### src/rtl/shift_sequencer_pkg.sv
// Shared types and constants for the multi-bit shift sequencer.
// State encodings, direction encodings and the fixed data width.
package shift_seq_pkg;

  localparam int DATA_W = 8;

  localparam logic DIR_LEFT  = 1'b0;
  localparam logic DIR_RIGHT = 1'b1;

  typedef enum logic [1:0] {
    S_IDLE  = 2'd0,
    S_SHIFT = 2'd1,
    S_DONE  = 2'd2
  } state_t;

endpackage

### src/rtl/shift_sequencer_shifter.sv
// Single-step 8-bit logical shifter, zero fill.
// lr=0 shifts left by one, lr=1 shifts right by one.
module shift_sequencer_shifter
  import shift_seq_pkg::*;
(
  input  logic [DATA_W-1:0] x_i,
  input  logic              lr_i,
  output logic [DATA_W-1:0] z_o
);

  // One-bit shift in the requested direction
  always_comb begin
    z_o = x_i;
    unique case (lr_i)
      DIR_LEFT:  z_o = {x_i[DATA_W-2:0], 1'b0};
      DIR_RIGHT: z_o = {1'b0, x_i[DATA_W-1:1]};
    endcase
  end

endmodule

### src/rtl/shift_sequencer.sv
// Multi-bit shift controller: iterates a one-bit shifter once per clock.
// Request in over valid/ready, result out over valid/ready.
module shift_sequencer
  import shift_seq_pkg::*;
#(
  parameter int AMT_W = 3
) (
  input  logic              clk,
  input  logic              rst_n,
  input  logic              in_valid,
  output logic              in_ready,
  input  logic [DATA_W-1:0] in_data,
  input  logic              in_dir,
  input  logic [AMT_W-1:0]  in_amt,
  output logic              out_valid,
  input  logic              out_ready,
  output logic [DATA_W-1:0] out_data,
  output logic              busy
);

  state_t             state_q;
  logic [DATA_W-1:0]  data_q;
  logic               dir_q;
  logic [AMT_W-1:0]   cnt_q;
  logic [DATA_W-1:0]  data_d;

  shift_sequencer_shifter u_shifter (
    .x_i  (data_q),
    .lr_i (dir_q),
    .z_o  (data_d)
  );

  // Sequencer FSM and datapath registers
  always_ff @(posedge clk or negedge rst_n) begin
    if (!rst_n) begin
      state_q <= S_IDLE;
      data_q  <= '0;
      dir_q   <= DIR_LEFT;
      cnt_q   <= '0;
    end else begin
      unique case (state_q)
        S_IDLE: begin
          if (in_valid) begin
            data_q <= in_data;
            dir_q  <= in_dir;
            cnt_q  <= in_amt;
            if (in_amt == '0) state_q <= S_DONE;
            else              state_q <= S_SHIFT;
          end
        end
        S_SHIFT: begin
          data_q <= data_d;
          if (cnt_q != '0) cnt_q <= cnt_q - AMT_W'(1);
          if (cnt_q == AMT_W'(1)) state_q <= S_DONE;
        end
        S_DONE: begin
          if (out_ready) state_q <= S_IDLE;
        end
        default: state_q <= S_IDLE;
      endcase
    end
  end

  assign in_ready  = (state_q == S_IDLE);
  assign out_valid = (state_q == S_DONE);
  assign busy      = (state_q != S_IDLE);
  assign out_data  = data_q;

endmodule

### config.mk
export PLATFORM = sky130hd
export DESIGN_NAME = shift_sequencer
export DESIGN_NICKNAME = d
export VERILOG_FILES = /design/src/rtl/shift_sequencer_pkg.sv /design/src/rtl/shift_sequencer_shifter.sv /design/src/rtl/shift_sequencer.sv
export SDC_FILE = /design/constraint.sdc
export NUM_CORES = 1
export LEC_CHECK = 0
export BUFFER_PORTS_ARGS = -buffer_cell sky130_fd_sc_hd__buf_2
export CORE_UTILIZATION = 45
export DETAILED_ROUTE_END_ITERATION = 7
export MAX_ROUTING_LAYER = met4
export PLACE_DENSITY_LB_ADDON = 0.25
export SYNTH_ARGS = -nofsm -noshare
export SYNTH_HDL_FRONTEND = slang
export SYNTH_SLANG_ARGS = --single-unit
### constraint.sdc
create_clock -name clk -period 3.5 [get_ports clk]
set_input_delay 0.525 -clock clk [delete_from_list [all_inputs] [get_ports clk]]
set_output_delay 0.525 -clock clk [all_outputs]
set_load 0.05 [all_outputs]
==> results.sh <==
export IMPL_layout_common_cells="buf_2, dfrtp_1, a21oi_1, mux2i_1"
export IMPL_fmax_ghz=0.4826
export IMPL_dieWidth_um=45.52
export IMPL_crit_required_ns=2.97
export IMPL_slew_headroom_pct=53.46
export IMPL_fin_worst_skew_ns=0.003385
export IMPL_syn_nets=103
export IMPL_worstRegToRegCells=3
export IMPL_portBuffers=26
export IMPL_cts_tree="done"
export IMPL_cp_start_kind="register"
export IMPL_die_area_sq_um=2072
export IMPL_critical_path_top_delay_family="flip-flops"
export IMPL_area_growth_pct=19.68
export IMPL_syn_area_sq_um=852.1
export IMPL_io_pins=27
export IMPL_cts_root_buf="clkbuf_4"
export IMPL_grt_max_degree=26
export IMPL_cts_setup_buffers=0
export IMPL_final_min_clock_period_ns=2.072
export IMPL_vias_per_cell=5.308
export IMPL_rsz0062_at_grt="no"
export IMPL_drc=0
export IMPL_synthCells=84
export IMPL_drt_total_wl_um=1731
export IMPL_worstSkewPairLatency_ns=0.27
export IMPL_die_height_um=45.52
export IMPL_grt_pass1_vias=638
export IMPL_final_hold_violation_count=0
export IMPL_critPathSlowestCell="dfrtp_1"
export IMPL_worst_path_buf_inv=2
export IMPL_maxCapViolCount=0
export IMPL_initial_core_util_pct=48.82
export IMPL_worst_path_stages=3
export IMPL_grt_pass1_wl_um=2842
export IMPL_h_tree_depth=1
export IMPL_crit_fanout=25
export IMPL_final_max_slew_viol_count=0
export IMPL_clockBufferDepth=2
export IMPL_cpPeakStageDelay_ns=0.80
export IMPL_num_rows=15
export IMPL_dpl_hpwl_um=1251
export IMPL_ctsHoldBuffers=0
export IMPL_finalSetupTns_ns=0
export IMPL_antenna_left=0
export IMPL_path_cells="nor2_1 > inv_1 > buf_2"
export IMPL_cts_repair_resized=0
export IMPL_place_gp_congestion=0.7852
export IMPL_hold_path_class="input port to asynchronous set/reset pin"
export IMPL_clk_pin_slew_ns=0.09
export IMPL_period_share_pct=59.21
export IMPL_drive_above_1_share_pct=30.56
export IMPL_layout_commonest_cell="buf_2"
export IMPL_setup_violations=0
export IMPL_wl_per_cell_um=13.02
export IMPL_crit_arrival_ns=1.55
export IMPL_yosysUniqueCellTypes=29
export IMPL_tightest_slew_ns=0.6982
export IMPL_status="finished clean"
export IMPL_dr_pass1_iters=5
export IMPL_cts_sinks=14
export IMPL_core_area_sq_um=1745
export IMPL_overflow=0
export IMPL_endpoint_kind="output pin"
export IMPL_path_class="register to output pin"
export IMPL_dr_total_vias=706
export IMPL_synth_seq_cells=14
export IMPL_grt_usage_pct=19.54
export IMPL_synth_warnings=0
export IMPL_n_antenna_cell=0
export IMPL_synth_avg_cell_area_sq_um=10.14
export IMPL_antenna_found_initial=0
export IMPL_cts_buffers_inserted=3
export IMPL_synth_seq_area_share_pct=41.12
export IMPL_final_net_count=128
export IMPL_drtIter0Drc=2
## through the flow
stage | util (%) | setup slack [ns] | area, sq um | cells | hold slack (ns)
after floorplan | - | 1.367 | 852.1 | 84 | 0.2294
after global placement | 56.34 | 1.782 | 983.4 | 129 | 0.4413
after detailed placement | 56.34 | 1.739 | 983.4 | 129 | 0.4402
after CTS | 58.42 | 1.430 | 1020 | 133 | 0.1388
after global routing | 58.42 | 1.319 | 1020 | 133 | 0.1456
final | 58.42 | 1.428 | 1020 | 133 | 0.1296
## cells in the mapped netlist
master / count / area share (%)
a21oi_1: 8 / 4.7
nor2b_1: 2 / 1.5
ha_1: 3 / 4.4
nor4bb_1: 3 / 3.5
o22ai_1: 1 / 0.73
and2b_1: 2 / 1.8
o21ba_2: 1 / 1.2
inv_1: 4 / 1.8
a22oi_1: 1 / 0.88
nand2_1: 3 / 1.3
a21o_1: 1 / 0.88
nand4b_1: 1 / 1.0
dfrtp_1: 14 / 41
nor3b_1: 6 / 5.3
buf_2: 5 / 2.9
nor2_1: 2 / 0.88
mux2_2: 2 / 2.6
nor3_1: 1 / 0.59
o21ai_1: 1 / 0.59
o2bb2ai_1: 1 / 1.0
nor4b_1: 1 / 1.0
nand2b_1: 2 / 1.5
a211o_1: 1 / 1.0
o22a_1: 6 / 6.2
a31oi_1: 1 / 0.73
clkbuf_2: 1 / 0.59
o21bai_1: 1 / 0.88
mux2i_1: 7 / 8.2
o21ai_0: 2 / 1.2
## logic make-up (layout without fill, tap and decap cells)
family,count (synthesis),in the layout,share of synthesized area (%)
muxes,9,9,10.87
and+or+nand+nor,23,23,18.35
DFF,14,14,41.12
adders and majority gates,3,3,4.406
buffers and inverters,10,34,5.285
AOI/OAI and AO/OA,25,25,19.97
## state kept, by name, indices dropped and copies added (netlist names)
name / cells
cnt_q: 3
dir_q: 1
out_data: 8
state_q: 2
## per-layer routing
layer,share of wire (%),vias to the layer above,track usage (%)
met2,44,18,29.71
met4,0.69,0,7.273
li1,-,359,-
met3,3.4,2,2.381
met5,0,-,-
met1,52,327,26.42
## worst paths after layout
check,from,to,slack [ns]
worst max-delay path,state_q[0]$_DFFE_PN0P_,busy,1.43
worst min-delay path,rst_n,state_q[0]$_DFFE_PN0P_,0.13
worst max register to register,state_q[0]$_DFFE_PN0P_,cnt_q[0]$_DFFE_PN0P_,1.84
worst min register to register,cnt_q[1]$_DFFE_PN0P_,cnt_q[1]$_DFFE_PN0P_,0.52
max in group asynchronous,rst_n,out_data[7]$_DFFE_PN0P_,3.13
min in group clk,in_dir,dir_q$_DFFE_PN0P_,0.48
## cell type report
type,count,area [sq um]
flip-flops and latches,14,350.3
fillers,167,725.7
well taps,25,31.28
multi-input cells,60,456.7
clock buffers,4,36.28
repair buffers,26,130.1
inverters,4,15.01
Power is not shown: default switching activity piles up to over one toggle a cycle in this logic, so the estimate is an artifact.
